==> src/rtl/lsu_ctrl.sv <==
// Load/store sequencer between the MEM stage and a single-port grant/rvalid memory.
// Define MISALIGN_TRAP_EN to fault misaligned/illegal requests instead of force-aligning them.
module lsu_ctrl #(
  parameter int DATA_WIDTH = 32,
  parameter int ADDR_WIDTH = 32
) (
  input  logic                  clk,
  input  logic                  rst,
  input  logic                  req_valid,
  input  logic                  req_we,
  input  logic [2:0]            req_op,
  input  logic [ADDR_WIDTH-1:0] req_addr,
  input  logic [DATA_WIDTH-1:0] req_wdata,
  output logic                  stall,
  output logic                  rsp_valid,
  output logic [DATA_WIDTH-1:0] rsp_rdata,
  output logic                  misalign,
  output logic                  mem_req,
  output logic                  mem_we,
  output logic [ADDR_WIDTH-1:0] mem_addr,
  output logic [DATA_WIDTH-1:0] mem_wdata,
  output logic [3:0]            mem_wmask,
  input  logic                  mem_gnt,
  input  logic                  mem_rvalid,
  input  logic [DATA_WIDTH-1:0] mem_rdata
);

  // state | meaning
  // IDLE  | waiting for a request, stall mirrors req_valid
  // REQ   | memory request asserted until granted
  // WAIT  | load granted, waiting for read data
  // RESP  | one-cycle completion, pipeline released
  typedef enum logic [1:0] {IDLE, REQ, WAIT, RESP} state_t;
  state_t state_q, state_d;

  logic                  accept, illegal, bad;
  logic [1:0]            size, lane;
  logic [3:0]            wmask;
  logic [DATA_WIDTH-1:0] wdata_rep, shifted, load_fmt;

  logic [1:0]            size_q, size_d, lane_q, lane_d;
  logic                  uns_q, uns_d, mem_we_q, mem_we_d;
  logic [ADDR_WIDTH-1:0] mem_addr_q, mem_addr_d;
  logic [DATA_WIDTH-1:0] mem_wdata_q, mem_wdata_d, rsp_rdata_q, rsp_rdata_d;
  logic [3:0]            mem_wmask_q, mem_wmask_d;

  assign accept = (state_q == IDLE) && req_valid;

  // size: 0 byte, 1 half, 2 word; illegal ops are sized as words
  always_comb begin
    illegal = req_op[1] & (req_op[0] | req_op[2]);
    size    = illegal ? 2'd2 : req_op[1:0];
`ifdef MISALIGN_TRAP_EN
    bad  = illegal | ((size == 2'd1) & req_addr[0]) |
           ((size == 2'd2) & (req_addr[1:0] != 2'b00));
    lane = req_addr[1:0];
`else
    bad = 1'b0;
    case (size)
      2'd0:    lane = req_addr[1:0];
      2'd1:    lane = {req_addr[1], 1'b0};
      default: lane = 2'b00;
    endcase
`endif
    case (size)
      2'd0: begin
        wmask     = 4'b0001 << lane;
        wdata_rep = {4{req_wdata[7:0]}};
      end
      2'd1: begin
        wmask     = 4'b0011 << lane;
        wdata_rep = {2{req_wdata[15:0]}};
      end
      default: begin
        wmask     = 4'b1111;
        wdata_rep = req_wdata;
      end
    endcase
    if (!req_we) wmask = 4'b0000;
  end

  always_comb begin
    shifted = mem_rdata >> {lane_q, 3'b000};
    case (size_q)
      2'd0:    load_fmt = uns_q ? {{(DATA_WIDTH-8){1'b0}}, shifted[7:0]}
                                : {{(DATA_WIDTH-8){shifted[7]}}, shifted[7:0]};
      2'd1:    load_fmt = uns_q ? {{(DATA_WIDTH-16){1'b0}}, shifted[15:0]}
                                : {{(DATA_WIDTH-16){shifted[15]}}, shifted[15:0]};
      default: load_fmt = shifted;
    endcase
  end

  always_ff @(posedge clk) begin
    if (rst) state_q <= IDLE;
    else     state_q <= state_d;
  end

  always_comb begin
    state_d = state_q;
    case (state_q)
      IDLE:    if (req_valid) state_d = bad ? RESP : REQ;
      REQ:     if (mem_gnt) state_d = mem_we_q ? RESP : WAIT;
      WAIT:    if (mem_rvalid) state_d = RESP;
      RESP:    state_d = IDLE;
      default: state_d = IDLE;
    endcase
  end

  always_comb begin
    stall     = 1'b0;
    mem_req   = 1'b0;
    rsp_valid = 1'b0;
    case (state_q)
      IDLE:    stall = req_valid;
      REQ: begin
        stall   = 1'b1;
        mem_req = 1'b1;
      end
      WAIT:    stall = 1'b1;
      RESP:    rsp_valid = 1'b1;
      default: stall = 1'b0;
    endcase
  end

  // mem_* stay registered so they hold steady while the grant is withheld
  always_comb begin
    size_d      = size_q;
    lane_d      = lane_q;
    uns_d       = uns_q;
    mem_we_d    = mem_we_q;
    mem_addr_d  = mem_addr_q;
    mem_wdata_d = mem_wdata_q;
    mem_wmask_d = mem_wmask_q;
    rsp_rdata_d = rsp_rdata_q;
    if (accept) begin
      size_d      = size;
      lane_d      = lane;
      uns_d       = req_op[2];
      rsp_rdata_d = '0;
      if (!bad) begin
        mem_we_d    = req_we;
        mem_addr_d  = {req_addr[ADDR_WIDTH-1:2], 2'b00};
        mem_wdata_d = wdata_rep;
        mem_wmask_d = wmask;
      end
    end
    if ((state_q == WAIT) && mem_rvalid) rsp_rdata_d = load_fmt;
  end

  always_ff @(posedge clk) begin
    if (rst) begin
      size_q      <= 2'd0;
      lane_q      <= 2'd0;
      uns_q       <= 1'b0;
      mem_we_q    <= 1'b0;
      mem_addr_q  <= '0;
      mem_wdata_q <= '0;
      mem_wmask_q <= 4'b0000;
      rsp_rdata_q <= '0;
    end else begin
      size_q      <= size_d;
      lane_q      <= lane_d;
      uns_q       <= uns_d;
      mem_we_q    <= mem_we_d;
      mem_addr_q  <= mem_addr_d;
      mem_wdata_q <= mem_wdata_d;
      mem_wmask_q <= mem_wmask_d;
      rsp_rdata_q <= rsp_rdata_d;
    end
  end

`ifdef MISALIGN_TRAP_EN
  logic misalign_q, misalign_d;

  always_comb misalign_d = accept ? bad : misalign_q;

  always_ff @(posedge clk) begin
    if (rst) misalign_q <= 1'b0;
    else     misalign_q <= misalign_d;
  end

  assign misalign = misalign_q;
`else
  assign misalign = 1'b0;
`endif

  assign mem_we    = mem_we_q;
  assign mem_addr  = mem_addr_q;
  assign mem_wdata = mem_wdata_q;
  assign mem_wmask = mem_wmask_q;
  assign rsp_rdata = rsp_rdata_q;

endmodule

==> config.mk <==
export PLATFORM = sky130hd
export DESIGN_NAME = lsu_ctrl
export DESIGN_NICKNAME = d
export VERILOG_FILES = /design/src/rtl/lsu_ctrl.sv
export SDC_FILE = /design/constraint.sdc
export NUM_CORES = 1
export LEC_CHECK = 0
export CORE_MARGIN = 2
export CORE_UTILIZATION = 40
export CTS_BUF_LIST = sky130_fd_sc_hd__clkbuf_16
export DETAILED_ROUTE_END_ITERATION = 16
export PLACE_DENSITY = 0.77
export SETUP_SLACK_MARGIN = 0.2
export SLEW_MARGIN = 20
export SYNTH_ARGS = -nofsm -noshare
export SYNTH_HDL_FRONTEND = slang
export SYNTH_SLANG_ARGS = --single-unit
==> constraint.sdc <==
create_clock -name clk -period 5.4 [get_ports clk]
set_input_delay 1.62 -clock clk [delete_from_list [all_inputs] [get_ports clk]]
set_output_delay 1.62 -clock clk [all_outputs]
set_load 0.02 [all_outputs]
==> results.py, run 1 <==
metrics = {
    "synth": {
        "synth_top_family_by_area": "compound AO/OA/AOI/OAI gates",
        "synth_area_um2": 4690,
        "synth_cell_types": 35,
        "synth_fa_ha_area_share_pct": 1.33,
        "synth-async-reset-ratio_pct": 0,
        "synthSimpleGateAreaFrac_pct": 15.7,
        "synth_top_flop_cell": "dfxtp_1",
        "synth_mux_area_share_pct": 11.8,
        "ys_seq_elements": 106,
        "synth_xor_area_share_pct": 0,
        "synth_compound_area_share_pct": 20.4,
        "synth_commonest_cells": "nand2_1, dfxtp_1, a21oi_1",
        "syn_inst": 551,
        "yosysMostFrequentCell": "nand2_1",
        "yosysWarnings": 0,
        "avgSynthCellArea_um2": 8.52,
        "synth_area_leaders": "dfxtp_1, nand2_1, a21oi_1",
        "ys_seq_area_share_pct": 45.2,
        "synth_edf_count": 0,
        "yosysTopAreaCellShare_pct": 45.2,
        "yosysTopAreaCell": "dfxtp_1",
    },
    "clock_tree": {
        "tritoncts": "yes",
        "cts.reportedPaths.clkPinSlew_ns": 0.06,
        "clk_latency_ns": 0.35,
        "ctsHoldBuffers": 0,
        "htree_levels": 3,
        "cts.repair.resized": 0,
        "postCtsSetupBuffers": 0,
        "numCtsBuffers": 9,
        "cts_sinks": 106,
        "clockBufferDepth": 2,
        "root_buffer": "clkbuf_16",
    },
    "power": {
        "power_density_nw_per_um2": 396,
        "p_leak_nw": 2.57,
        "vdd_drop_max_mv": 0.287,
        "power_w": 0.00279,
    },
    "timing": {
        "rsz0062_at_grt": "false",
        "finalHoldViolCount": 0,
        "clock_skew_ns": 0.0108,
        "fin_tns_setup_ns": 0,
        "maxSlewViolCount": 0,
        "period_needed_ns": 4.77,
        "final-setup-viol-count": 0,
        "post-route-period-util_pct": 88.4,
        "slew_headroom_pct": 28.9,
        "timing.fmax_ghz": 0.210,
        "worst_pin_slew_ns": 1.07,
    },
    "route": {
        "detail-route-antenna-nets": 0,
        "drt-total-wl_um": 14300,
        "wl_per_cell_um": 16.4,
        "routed_via_density": 5.31,
        "drc": 0,
        "vias": 4624,
        "drtIter0Drc": 335,
        "first_pass_iters": 5,
    },
    "critical_path": {
        "crit_path_start_kind": "primary input",
        "path_class": "primary input to output port",
        "cp_max_fo": 5,
        "critical_path.endpoint_type": "output port",
        "worst_ep_required_time_ns": 3.78,
        "arrival_ns": 3.15,
    },
    "hold_path": {
        "min_path_type": "register to register",
    },
    "cells_and_area": {
        "syn2layout_area_growth_pct": 50.5,
        "n_antenna_cell": 0,
        "final_layout_size_suffix_gt1_share_pct": 5.91,
        "layout.nets": 833,
    },
    "floorplan": {
        "num_rows": 39,
        "io-pin-count": 210,
        "core_area_um2": 11400,
        "fp.dieH_um": 112,
        "die_w_um": 112,
        "start_util_pct": 41.1,
        "dieArea_um2": 12600,
    },
    "grt": {
        "grt_pass1_vias": 4370,
        "grt_max_degree": 108,
        "track_usage_pct": 22.3,
        "antenna_found_initial": 1,
        "grt_pass1_wl_um": 22500,
        "grt_overflow": 0,
    },
    "run": {
        "cap_violations": 0,
    },
    "place": {
        "port_buffers": 206,
        "gp_congestion": 0.864,
        "dp_hpwl_um": 10100,
    },
    "run_status": {
        "status": "complete, no violations",
    },
}
[cell usage in the layout (no fill, tap or decap), types with 2 or more instances in the layout]
cell type,instances
clkdlybuf4s50_1,205
nand2_1,118
dfxtp_1,106
a21oi_1,73
nor2_1,35
o21ai_0,30
mux2i_1,27
a22oi_1,24
nor3_1,11
mux4_2,9
a211oi_1,9
clkbuf_16,9
o2bb2ai_1,8
a311oi_1,8
mux2_2,7
buf_4,7
inv_1,5
ha_1,5
nor2b_1,4
o21ai_1,3
conb_1,3
clkinv_2,3
nand3_1,2
bufinv_16,2
[metal layers]
metal / routed length [um] / global-route usage, % / vias to the layer above
met1: 5890 / 27.8 / 2175
met2: 7200 / 37.0 / 165
met5: 13 / 0 / -
li1: - / - / 2270
met3: 1010 / 7.67 / 12
met4: 155 / 5.93 / 2
[metrics by stage]
stage               hold slack (ns)  setup WS (ns)  cells  util (%)  instance area (um2)
floorplan                     0.451           1.12    553         -                 4700
global placement              0.441          0.681    855      59.1                 6750
detailed placement            0.447          0.650    855      59.1                 6750
CTS                           0.456          0.630    870      61.8                 7060
global route                  0.473          0.514    870      61.8                 7060
finish                        0.454          0.628    870      61.8                 7060
[critical path, stage by stage]
cell and delay (ns):
clkdlybuf4s50_1 0.59, and2_2 0.19, nor2_1 0.04, nor2_1 0.08, clkdlybuf4s50_1 0.63
[cell families (layout without fill, tap and decap cells)]
logic type / after synthesis / in the layout
AO/OA/AOI/OAI: 159 / 159
other: 1 / 3
buffers and inverters: 58 / 232
multiplexers: 43 / 43
AND/OR/NAND/NOR: 179 / 179
flip-flops: 106 / 106
adder cells (fa/ha/maj): 5 / 5
[worst paths after layout]
path | start | to | slack, ns | cells after the start
setup reg to reg | state_q[0] | rsp_rdata[5] | 2.59 | 8
hold / removal | mem_addr[14] | mem_addr[14] | 0.45 | 2
hold reg to reg | mem_addr[14] | mem_addr[14] | 0.45 | 2
setup / recovery | req_valid | stall | 0.63 | 5
[power by group]
group          switching [W]  total (W)  internal [W]
Combinational       0.000616    0.00110      0.000480
Sequential         0.0000862    0.00101      0.000926
Clock               0.000285   0.000686      0.000401
[state kept, by name, summed over array words and instances, names as in the netlist]
signal     count
mem_addr      30
size_q         2
uns_q          1
mem_wmask      4
state_q        2
mem_wdata     32
mem_we         1
lane_q         2
rsp_rdata     32
[cell type report]
| type | count | area (um2) |
|---|---|---|
| Clock inverter | 6 | 82.6 |
| Inverter | 5 | 18.8 |
| Sequential cell | 106 | 2120 |
| Timing Repair Buffer | 212 | 2100 |
| Fill cell | 1037 | 4360 |
| Multi-Input combinational cell | 389 | 2330 |
| Tap cell | 143 | 179 |
| Clock buffer | 9 | 225 |
No activity file was read; power rests on OpenSTA's default activity.
==> inputs of run 2 (changes only) <==
==> constraint.sdc (replaced) <==
create_clock -name clk -period 5.4 [get_ports clk]
set_input_delay 1.08 -clock clk [delete_from_list [all_inputs] [get_ports clk]]
set_output_delay 1.08 -clock clk [all_outputs]
set_load 0.02 [all_outputs]
==> results.py, run 2 (synthesized netlist as in run 1, its figures left out) <==
metrics = {
    "grt": {
        "grt_pass1_vias": 4533,
        "grtUsageMet1_pct": 28.2,
        "grt_pass1_wl_um": 22500,
        "met2_usage_pct": 35.1,
        "met3_usage_pct": 4.64,
        "grt_overflow": 0,
        "grt_max_degree": 108,
        "track_usage_pct": 22.0,
        "busiest_layer": "met2",
        "antenna_found_initial": 0,
    },
    "clock_tree": {
        "numCtsBuffers": 9,
        "cts.repair.resized": 0,
        "root_buffer": "clkbuf_16",
        "cts_sinks": 106,
        "clk_latency_ns": 0.34,
        "htree_levels": 3,
        "tritoncts": "yes",
        "ctsHoldBuffers": 0,
        "cts.reportedPaths.clkPinSlew_ns": 0.07,
        "postCtsSetupBuffers": 0,
        "clockBufferDepth": 2,
    },
    "route": {
        "detail-route-antenna-nets": 0,
        "drc": 0,
        "routed_via_density": 5.38,
        "drtIter0Drc": 290,
        "wl_per_cell_um": 16.3,
        "drt-total-wl_um": 14100,
        "vias": 4666,
        "first_pass_iters": 5,
    },
    "cells_and_area": {
        "n_antenna_cell": 0,
        "syn2layout_area_growth_pct": 50.1,
        "final_layout_size_suffix_gt1_share_pct": 5.38,
        "multiInputGateArea_um2": 2330,
        "mostFrequentLayoutCell": "clkdlybuf4s50_1",
        "final_util_pct": 61.7,
        "layout.nets": 831,
        "nFillCells": 1003,
        "layout_common_cells": "clkdlybuf4s50_1, nand2_1, dfxtp_1",
        "register_area_um2": 2120,
    },
    "timing": {
        "slew_headroom_pct": 28.1,
        "rsz0062_at_grt": "false",
        "period_needed_ns": 3.68,
        "worst_pin_slew_ns": 1.08,
        "clock_skew_ns": 0.00647,
        "fin_tns_setup_ns": 0,
        "finalHoldViolCount": 0,
        "final-setup-viol-count": 0,
        "maxSlewViolCount": 0,
        "post-route-period-util_pct": 68.2,
        "timing.fmax_ghz": 0.271,
    },
    "power": {
        "p_leak_nw": 2.56,
        "vdd_drop_max_mv": 0.233,
        "power_density_nw_per_um2": 397,
    },
    "floorplan": {
        "num_rows": 39,
        "fp.dieH_um": 112,
        "start_util_pct": 41.1,
        "dieArea_um2": 12600,
        "core_area_um2": 11400,
        "io-pin-count": 210,
        "die_w_um": 112,
    },
    "hold_path": {
        "holdPathStages": 2,
        "min_to": "mem_addr[2]",
        "min_path_type": "register to register",
        "min_from": "mem_addr[2]",
    },
    "critical_path": {
        "r2r_end": "rsp_rdata[22]",
        "r2r_start": "state_q[0]",
        "cpLargestDelayFamily": "buffers and inverters",
        "crit_path_top_delay_cell": "clkdlybuf4s50_1",
        "cp_max_fo": 5,
        "crit_path_start_kind": "primary input",
        "worst_r2r_path_depth": 8,
        "crit_chain": "clkdlybuf4s50_1 -> and2_2 -> nor2_1 -> nor2_1 -> clkdlybuf4s50_1",
        "slowest_delay_ns": 0.62,
        "worst_ep_required_time_ns": 4.32,
        "path_class": "primary input to output port",
        "arrival_ns": 2.60,
        "critical_path.endpoint_type": "output port",
        "critPathBufInv": 2,
        "r2r_setup_slack_ns": 2.58,
    },
    "run": {
        "cap_violations": 0,
    },
    "place": {
        "port_buffers": 206,
        "gp_congestion": 0.841,
        "dp_hpwl_um": 10100,
    },
    "run_status": {
        "status": "complete, no violations",
    },
}
## run 2: cell count changes in the layout (fill, tap and decap cells not counted)
| cell | change |
|---|---|
| buf_4 | -2 |
| inv_6 | +1 |
| clkinv_1 | +2 |
| clkinvlp_4 | -1 |
| clkinv_2 | -2 |
## run 2: cell type report
| cell class | instances | share of cell area, % |
|---|---|---|
| repair buffers | 210 | 29.7 |
| clock inverters | 6 | 1.15 |
| flip-flops and latches | 106 | 30.1 |
| clock buffers | 9 | 3.20 |
| well taps | 143 | 2.54 |
| multi-input cells | 389 | 33.0 |
| inverters | 5 | 0.266 |
## run 2: power by group
group	total, W	internal [W]	switching (W)
registers	0.00101	0.000926	0.0000860
clock network	0.000686	0.000402	0.000284
logic	0.00110	0.000479	0.000618
total	0.00279	0.00181	0.000988
## run 2: worst max-delay path by stage
stage	cells after the start	to	start
2_1_floorplan	5	stall	req_valid
3_3_place_gp	5	stall	req_valid
3_5_place_dp	5	stall	req_valid
4_1_cts	5	stall	req_valid
5_1_grt	5	stall	req_valid
6_report	5	stall	req_valid
## run 2: through the flow
step / std cells / setup slack, ns / power [W] / area (um2) / hold slack (ns)
4_1_cts: 868 / 1.75 / 0.00281 / 7040 / 0.455
3_5_place_dp: 853 / 1.77 / 0.00212 / 6730 / 0.446
3_3_place_gp: 853 / 1.75 / 0.00209 / 6730 / 0.441
6_report: 868 / 1.72 / 0.00279 / 7040 / 0.453
5_1_grt: 868 / 1.60 / 0.00295 / 7040 / 0.466
2_1_floorplan: 553 / 2.20 / 0.00165 / 4700 / 0.451
## run 2: per-layer routing
metal / up-vias / part of all wire, % / wire length (um)
met4: 0 / 3.6 / 507
met5: - / 0 / 0
met3: 35 / 6.9 / 970
met1: 2192 / 42 / 5910
li1: 2257 / - / -
met2: 182 / 48 / 6760
## run 2: worst register-to-register path: stages (launching register included)
cell and delay [ns]:
dfxtp_1 0.33, inv_1 0.15, ha_1 0.30, and2_2 0.20, buf_4 0.63, nor2_1 0.42, buf_4 0.30, a22oi_1 0.23
o21ai_1 0.10
